===== config.mk =====
export PLATFORM = sky130hd
export DESIGN_NAME = bp_btb
export DESIGN_NICKNAME = d
export VERILOG_FILES = /design/src/rtl/bp_btb.sv
export SDC_FILE = /design/constraint.sdc
export NUM_CORES = 2
export LEC_CHECK = 0
export BUFFER_PORTS_ARGS = -buffer_cell sky130_fd_sc_hd__buf_2
export CAP_MARGIN = 15
export CORE_MARGIN = 1.5
export CORE_UTILIZATION = 35
export CTS_CLUSTER_SIZE = 40
export DETAILED_ROUTE_END_ITERATION = 8
export GPL_TIMING_DRIVEN = 0
export PLACE_DENSITY = 0.5
export SYNTH_ARGS = -nofsm -noshare
export SYNTH_HDL_FRONTEND = slang
export SYNTH_SLANG_ARGS = --single-unit

===== constraint.sdc =====
create_clock -name clk -period 5.3 [get_ports clk]
set_input_delay 0.53 -clock clk [delete_from_list [all_inputs] [get_ports clk]]
set_output_delay 0.53 -clock clk [all_outputs]
set_load 0.005 [all_outputs]

===== src/rtl/bp_btb.sv =====
// bp_btb: direct-mapped, tagged branch target buffer.
//
// Fetch side does a zero-latency combinational lookup of raddr0 and gets a
// hit flag, a taken prediction (counter MSB) and the next-fetch address.
// Execute/writeback trains one entry per cycle. After reset, and again after
// every flush, a hardware sweep invalidates every entry one per cycle. While
// the sweep runs, busy is high, lookups miss and training is dropped.
//
// Ports:
//   clk      in   clock; all state changes on posedge
//   rst_n    in   asynchronous active-low reset
//   flush    in   synchronous; restarts the clear sweep from entry 0
//   busy     out  high while the clear sweep is running
//   raddr0   in   [ADDR_W:1] lookup PC (word address)
//   rhit0    out  lookup hit
//   rtaken0  out  predicted taken
//   rdata0   out  [ADDR_W:1] predicted next-fetch address
//   wen      in   training update valid
//   waddr    in   [ADDR_W:1] branch PC being trained
//   wtaken   in   resolved direction
//   wdata    in   [ADDR_W:1] resolved taken target
//
// Handshake: there is no backpressure. A training beat is accepted on any
// posedge where wen & ~busy & ~flush; otherwise it is silently dropped.
// Lookups are always answered in the same cycle; busy is the only indication
// that the table is not yet usable (it mirrors the CLEAR state).

module bp_btb #(
  parameter int ADDR_W = 15,
  parameter int IDX_W  = 6,
  parameter int CTR_W  = 2
) (
  input  logic              clk,
  input  logic              rst_n,
  input  logic              flush,
  output logic              busy,
  input  logic [ADDR_W:1]   raddr0,
  output logic              rhit0,
  output logic              rtaken0,
  output logic [ADDR_W:1]   rdata0,
  input  logic              wen,
  input  logic [ADDR_W:1]   waddr,
  input  logic              wtaken,
  input  logic [ADDR_W:1]   wdata
);

  localparam int DEPTH = 1 << IDX_W;
  localparam int TAG_W = ADDR_W - IDX_W;

  localparam logic [CTR_W-1:0] CTR_MAX  = '1;
  // Only the MSB set: weakly taken. Works for CTR_W == 1 as well.
  localparam logic [CTR_W-1:0] CTR_WEAK = CTR_MAX ^ (CTR_MAX >> 1);

  typedef enum logic {
    CLEAR = 1'b0,
    READY = 1'b1
  } state_t;

  state_t             state, state_n;
  logic [IDX_W-1:0]   sweep_idx, sweep_idx_n;

  // Entry storage: deliberately without reset, the sweep initialises it.
  logic               vld_mem [DEPTH];
  logic [TAG_W-1:0]   tag_mem [DEPTH];
  logic [ADDR_W-1:0]  tgt_mem [DEPTH];
  logic [CTR_W-1:0]   ctr_mem [DEPTH];

  // ---------------------------------------------------------------------------
  // Sweep FSM
  // ---------------------------------------------------------------------------
  always_ff @(posedge clk or negedge rst_n) begin
    if (!rst_n) begin
      state     <= CLEAR;
      sweep_idx <= '0;
    end else begin
      state     <= state_n;
      sweep_idx <= sweep_idx_n;
    end
  end

  always_comb begin
    state_n     = state;
    sweep_idx_n = sweep_idx;
    if (flush) begin
      state_n     = CLEAR;
      sweep_idx_n = '0;
    end else if (state == CLEAR) begin
      sweep_idx_n = sweep_idx + 1'b1;
      if (&sweep_idx) begin
        state_n = READY;
      end
    end
  end

  assign busy = (state == CLEAR);

  // ---------------------------------------------------------------------------
  // Lookup (combinational, sees pre-update contents)
  // ---------------------------------------------------------------------------
  logic [IDX_W-1:0] ridx;
  logic [TAG_W-1:0] rtag;

  assign ridx    = raddr0[IDX_W:1];
  assign rtag    = raddr0[ADDR_W:IDX_W+1];
  assign rhit0   = ~busy & vld_mem[ridx] & (tag_mem[ridx] == rtag);
  assign rtaken0 = rhit0 & ctr_mem[ridx][CTR_W-1];
  assign rdata0  = rtaken0 ? tgt_mem[ridx] : (raddr0 + ADDR_W'(1));

  // ---------------------------------------------------------------------------
  // Training
  // ---------------------------------------------------------------------------
  logic [IDX_W-1:0] widx;
  logic [TAG_W-1:0] wtag;
  logic             train;
  logic             whit;
  logic [CTR_W-1:0] wctr;
  logic [CTR_W-1:0] wctr_n;

  assign widx  = waddr[IDX_W:1];
  assign wtag  = waddr[ADDR_W:IDX_W+1];
  // busy is forced high asynchronously by rst_n, so a beat in flight while
  // reset is asserted is dropped here too.
  assign train = wen & ~busy & ~flush;
  assign whit  = vld_mem[widx] & (tag_mem[widx] == wtag);
  assign wctr  = ctr_mem[widx];

  always_comb begin
    wctr_n = wctr;
    if (wtaken) begin
      if (wctr != CTR_MAX) wctr_n = wctr + 1'b1;
    end else begin
      if (wctr != '0) wctr_n = wctr - 1'b1;
    end
  end

  always_ff @(posedge clk) begin
    if (busy) begin
      vld_mem[sweep_idx] <= 1'b0;
      ctr_mem[sweep_idx] <= '0;
    end else if (train) begin
      if (whit) begin
        ctr_mem[widx] <= wctr_n;
        if (wtaken) tgt_mem[widx] <= wdata;
      end else if (wtaken) begin
        // Allocate, replacing whatever lived at this index.
        vld_mem[widx] <= 1'b1;
        tag_mem[widx] <= wtag;
        tgt_mem[widx] <= wdata;
        ctr_mem[widx] <= CTR_WEAK;
      end
    end
  end

endmodule

# Yosys cells after proc, flatten, opt, wreduce, memory -nomap -nowiden
# Memories as Yosys holds them, arrays and structs flattened.
# Cells that the tools add are included.
[totals] memories=4 elab_cells=59 output_inout_bits=18 reg_bits=7 ram_bits=1728
[classes] bitwise_logic=10 addsub=4 eq_ne=4 mux=31 reduce_logical=4
[mem_list] name="tgt_mem" depth=64 width=15 rd=1 rd_clocked_by_memory_dff=0 wr=1 line="65" source="logic [ADDR_W-1:0] tgt_mem [DEPTH];"
[mem_list] name="tag_mem" depth=64 width=9 rd=2 rd_clocked_by_memory_dff=0 wr=1 line="64" source="logic [TAG_W-1:0] tag_mem [DEPTH];"
[mem_list] name="ctr_mem" depth=64 width=2 rd=2 rd_clocked_by_memory_dff=0 wr=1 line="66" source="logic [CTR_W-1:0] ctr_mem [DEPTH];"
[mem_list] name="vld_mem" depth=64 width=1 rd=2 rd_clocked_by_memory_dff=0 wr=1 line="63" source="logic vld_mem [DEPTH];"
[ops] operator="$mux 15" n=2
[ops] operator="$mux 6" n=4
[ops] operator="$mux 1" n=20
[ops] operator="$eq 9x9->1" n=2
[ops] operator="$add 15x1->15 const B" n=1
[ops] operator="$mux 2" n=5
[ops] operator="$add 6x1->6 const B" n=1
[ops] operator="$and 1x1->1" n=6
[ops] operator="$reduce_and 6->1" n=1
[ops] operator="$ne 2x2->1 const B" n=2
[ops] operator="$add 2x1->2 const B" n=1
[ops] operator="$not 1->1" n=2
[ops] operator="$or 1x1->1" n=2
[ops] operator="$reduce_bool 2->1" n=1
[ops] operator="$reduce_or 2->1" n=1
[ops] operator="$sub 2x1->2 const B" n=1
[ops] operator="$reduce_or 1->1" n=1

# Logic depth before layout (Yosys ltp)
# An unclocked memory read counts as a cell.
[depth] ltp_word=10 mapped_depth=16 ltp_nobuf=9

# Worst setup path before layout
# Ideal clock, no wire load.
[synth_timing] path_type="input -> register" start="input waddr[1] in the netlist's numbering" end="memory ctr_mem[0][1] (data pin)" path_buffers=5 path_stages=14 slack_ns=0.242 arrival_ns=4.517 setup_ns=0.541 cell_sequence="buf_4 buf_6 buf_6 buf_2 buf_2 mux2i_1 o22ai_1 a21oi_1 o22ai_1 nor4_2 xnor2_1 nor4_1 nand3_1 o211ai_1"
[synth_via] elab_chain_len=10
[synth_lines] element="start, declared" line="42" source="input logic [ADDR_W:1] waddr,"
[synth_lines] element="$mem_v2 64x9"
[synth_lines] element="$eq 9x9->1" line="124" source="assign whit = vld_mem[widx] & (tag_mem[widx] == wtag);"
[synth_lines] element="$and 1x1->1" line="124"
[synth_lines] element="$mux 1" line="141" source="if (whit) begin"
[synth_lines] element="$mux 1" line="140" source="end else if (train) begin"
[synth_lines] element="$mux 1" line="137" source="if (busy) begin"
[synth_lines] element="$mux 1, on equally long branches" line="142, 149"
[synth_lines] element="$or 1x1->1 (no line)"
[synth_lines] element="$reduce_or 2->1 (no line)"
[synth_lines] element="$mux 2 (no line) *"
[synth_lines] element="end, declared" line="66"
# Every way passes the cells marked *; elsewhere a longest branch is shown, timed or not.

# Final worst setup path
[layout_timing] start="input waddr[1] in the netlist's numbering" end="memory tag_mem[29][3] in the netlist's numbering, enable pin"
[layout_via] elab_chain_len=7
[layout_lines] element="$mem_v2 64x9"
[layout_lines] element="$eq 9x9->1" line="124"
[layout_lines] element="$and 1x1->1" line="124"
[layout_lines] element="$mux 1" line="141"
[layout_lines] element="$mux 1" line="140"
[layout_lines] element="$mux 1" line="137"
[layout_lines] element="$mux 1 (not written as such)" line="147" source="tag_mem[widx] <= wtag;"
[layout_lines] element="end, declared" line="64"
# Parallel ways exist; a longest one is shown, timed or not.

==> flow_summary.ini <==
[global_route]
antenna_found_initial = 27
grt-ovfl-total = 0
grt_pass1_wl_um = 400000
grt_max_degree = 68
grtUsageTotal_pct = 27.2
grt_pass1_vias = 44700

[synth]
syn_area_um2 = 75400
synth-edff-count = 1728
yosys_register_bits = 1735
synth_top_area_share_pct = 68.8
syn-num-nets = 4036
synth_flop_cell = edfxtp_1
ys_async_sr_fraction_pct = 0.403
synth.distinct_cells = 74
synthMostInstantiatedCell = edfxtp_1
yosysTopAreaCell = edfxtp_1
syn_avg_cell_area_um2 = 18.9
synth.area.top_cells = edfxtp_1 (69%), mux4_2 (17%), mux2i_1 (2.2%), o31ai_1 (0.90%), nand2_1 (0.83%)
ys_top_cells_by_count = edfxtp_1 (1728), mux4_2 (558), mux2i_1 (168), nand2_1 (167), nor2_1 (136)
synth_cells = 3984
yosysWarnings = 0
ys_seq_area_share_pct = 69.1

[drt]
wl_per_cell_um = 40.5
antenna_left = 0
drc = 0
wl_um = 300000
vias_per_cell = 6.25
route.vias.total = 46200
drt_first_pass_iters = 9
dr.first_iter.drc_count = 7523

[placed_design]
gp_congestion = 0.999
port_buffers = 57
place_hpwl_um = 214000
preCtsSetupSlack_ns = -2.68
placed_cells = 7022

[floorplan]
io_pins = 68
start_util_pct = 35.2
dieArea_um2 = 218000
coreArea_um2 = 214000
die_w_um = 467
row_count = 170
die_y_um = 467

[critical_path]
critPathKind = input port to register
critPathBufInv = 7
cp.required_ns = 5.85
start_kind = input port
cp_max_fo = 10
crit_slowest_cell = nor3_2
cp-end-kind = register
arrival_ns = 6.21
cp_top_family = buffers and inverters
path_cells = buf_4, buf_4, and2_1, clkbuf_1, clkbuf_2, a221oi_1, o22ai_1, a32oi_1, nand4_1, xor2_1, nor4_2, and2_1, clkbuf_1, buf_2, nor3_2, buf_6
critPathMaxStageDelay_ns = 0.82

[sta]
whs_ns = 0.0317
fin_crit_sh_pct = 107
max_freq_mhz = 177
rsz0062_at_grt = true
skew_ns = 0.0602
slew-limit-headroom_pct = 10.9
maxSlewViolCount = 0
period_minus_slack_ns = 5.65
hold_viol_final = 0
setup_viol = 422
tightest_slew_ns = 1.34
setup_ws_ns = -0.354

[power_and_ir_drop]
swShare_pct = 24.1
power_density_nw_per_um2 = 342
internal_power_uw = 23100
clock_power_share_pct = 42.2
p_switching_uw = 7330
power.total_uw = 30400
combPwrFrac_pct = 8.2
irDropWorstVdd_mv = 0.391
p_leak_uw = 0.0276
seqPwrFrac_pct = 49.5

[clocking]
h-tree-depth = 4
cts_buffers = 186
cts_tree = yes
clock-sinks = 1735
insertion_delay_ns = 0.87
cts_buffer_depth = 3
root_buffer = clkbuf_16
clkSlewWorstSetupHoldPaths_ns = 0.07

[finish]
drive_gt1_share_pct = 33.1
final_util_pct = 41.4
fin_nets = 4442
regArea_um2 = 52100
n_fill_cell = 19100
multiInputGateArea_um2 = 22500
syn_to_final_growth_pct = 17.9
final_cells = 7395

[outcome]
violations = negative setup slack
outcome = finished with violations

[worst_hold_path]
hp-class = input port to register

[job]
maxCapViolations = 0
-- flip-flops by register name (all words and copies together) (netlist names) --
signal,cells
sweep_idx,6
tgt_mem,960
ctr_mem,128
tag_mem,576
state,1
vld_mem,64
-- power groups by stage --
stage	clock (µW)	sequential [µW]	combinational [µW]
after floorplan	0	15400	1120
after global placement	0	15400	2270
after detailed placement	0	15400	2320
after CTS	13000	15100	2390
after global routing	13500	15100	2520
final	12800	15100	2500
-- worst reg2reg max path, cell delays in order, from the launching register on --
cell and delay (ns):
edfxtp_1 0.40, mux4_2 0.51, a22oi_1 0.54, mux2i_1 0.16
o211a_1 0.28, nor4_2 0.30, xnor2_1 0.26, or4_1 0.71
buf_2 0.27, o21ai_4 0.32, buf_2 0.33, o211ai_1 0.22
buf_6 0.20, buf_6 0.15, buf_6 0.15, buf_4 0.17
-- per-layer routing --
| layer | global-route usage [%] | share of wire [%] |
|---|---|---|
| met5 | 0 | 0.023 |
| met4 | 16.0 | 7.1 |
| met3 | 6.18 | 9.7 |
| met2 | 41.2 | 45 |
| met1 | 35.8 | 38 |
-- what timing repair did --
| action | in CTS | in global routing |
|---|---|---|
| cloned | 0 | 0 |
| resized for setup | 293 | 41 |
| setup endpoints to repair | 968 | 150 |
| hold buffers | 1 | 0 |
| setup buffers | 2 | 1 |
| pin swaps | 6 | 3 |
| hold endpoints to repair | 7 | 0 |
-- placed cells by master (no fill, tap or decap), drive strengths merged, types with 46 or more instances in the layout --
| master | count |
|---|---|
| mux2i | 168 |
| o31ai | 90 |
| nor3 | 86 |
| clkbuf | 362 |
| nor2 | 136 |
| nand3 | 46 |
| a221oi | 53 |
| clkinv | 88 |
| a22oi | 63 |
| a21oi | 95 |
| mux2 | 72 |
| buf | 392 |
| edfxtp | 1728 |
| o22ai | 54 |
| mux4 | 558 |
| nand2 | 167 |
-- kinds of logic (layout without fill, tap and decap cells) --
logic type      after synthesis  in the layout  share of synthesized area [%]
compound gates              504            504                           4.71
buf+inv                     328            889                           2.00
xor+xnor                     33             33                          0.383
fa+ha+maj                     3              3                         0.0465
mux                         798            798                           20.0
simple gates                583            583                           3.83
other cells                   0             12                              0
flops                      1735           1735                           69.1
-- final cells by class --
class                      instances  share of cell area (%)
clock inverter                   115                    1.16
multi-input combinational       1921                    25.3
clock buffer                     228                    5.46
sequential                      1735                    58.6
buffer                           312                    2.41
antenna                           12                  0.0338
timing repair buffer             219                    2.93
inverter                          15                  0.0718
tap                             2838                    4.00
-- stage by stage --
stage	setup TNS (ns)	cell area (µm²)
floorplan	0	75400
global placement	-3574.49	79200
detailed placement	-1818.97	81700
CTS	0	88400
global route	-2.22	88800
finish	-44.49	88800
-- final timing paths --
path	start	endpoint	slack [ns]	cells past startpoint
setup / recovery	waddr[1]	tag_mem[29][3]	-0.35	16
min in group asynchronous	rst_n	sweep_idx[1]	0.10	2
setup reg to reg	tag_mem[31][5]	ctr_mem[7][1]	0.05	15
hold reg to reg	sweep_idx[0]	sweep_idx[0]	0.57	2
hold / removal	waddr[7]	tag_mem[31][0]	0.03	1
max in group asynchronous	rst_n	sweep_idx[3]	4.99	2
Power figures use the tool's default switching activity.
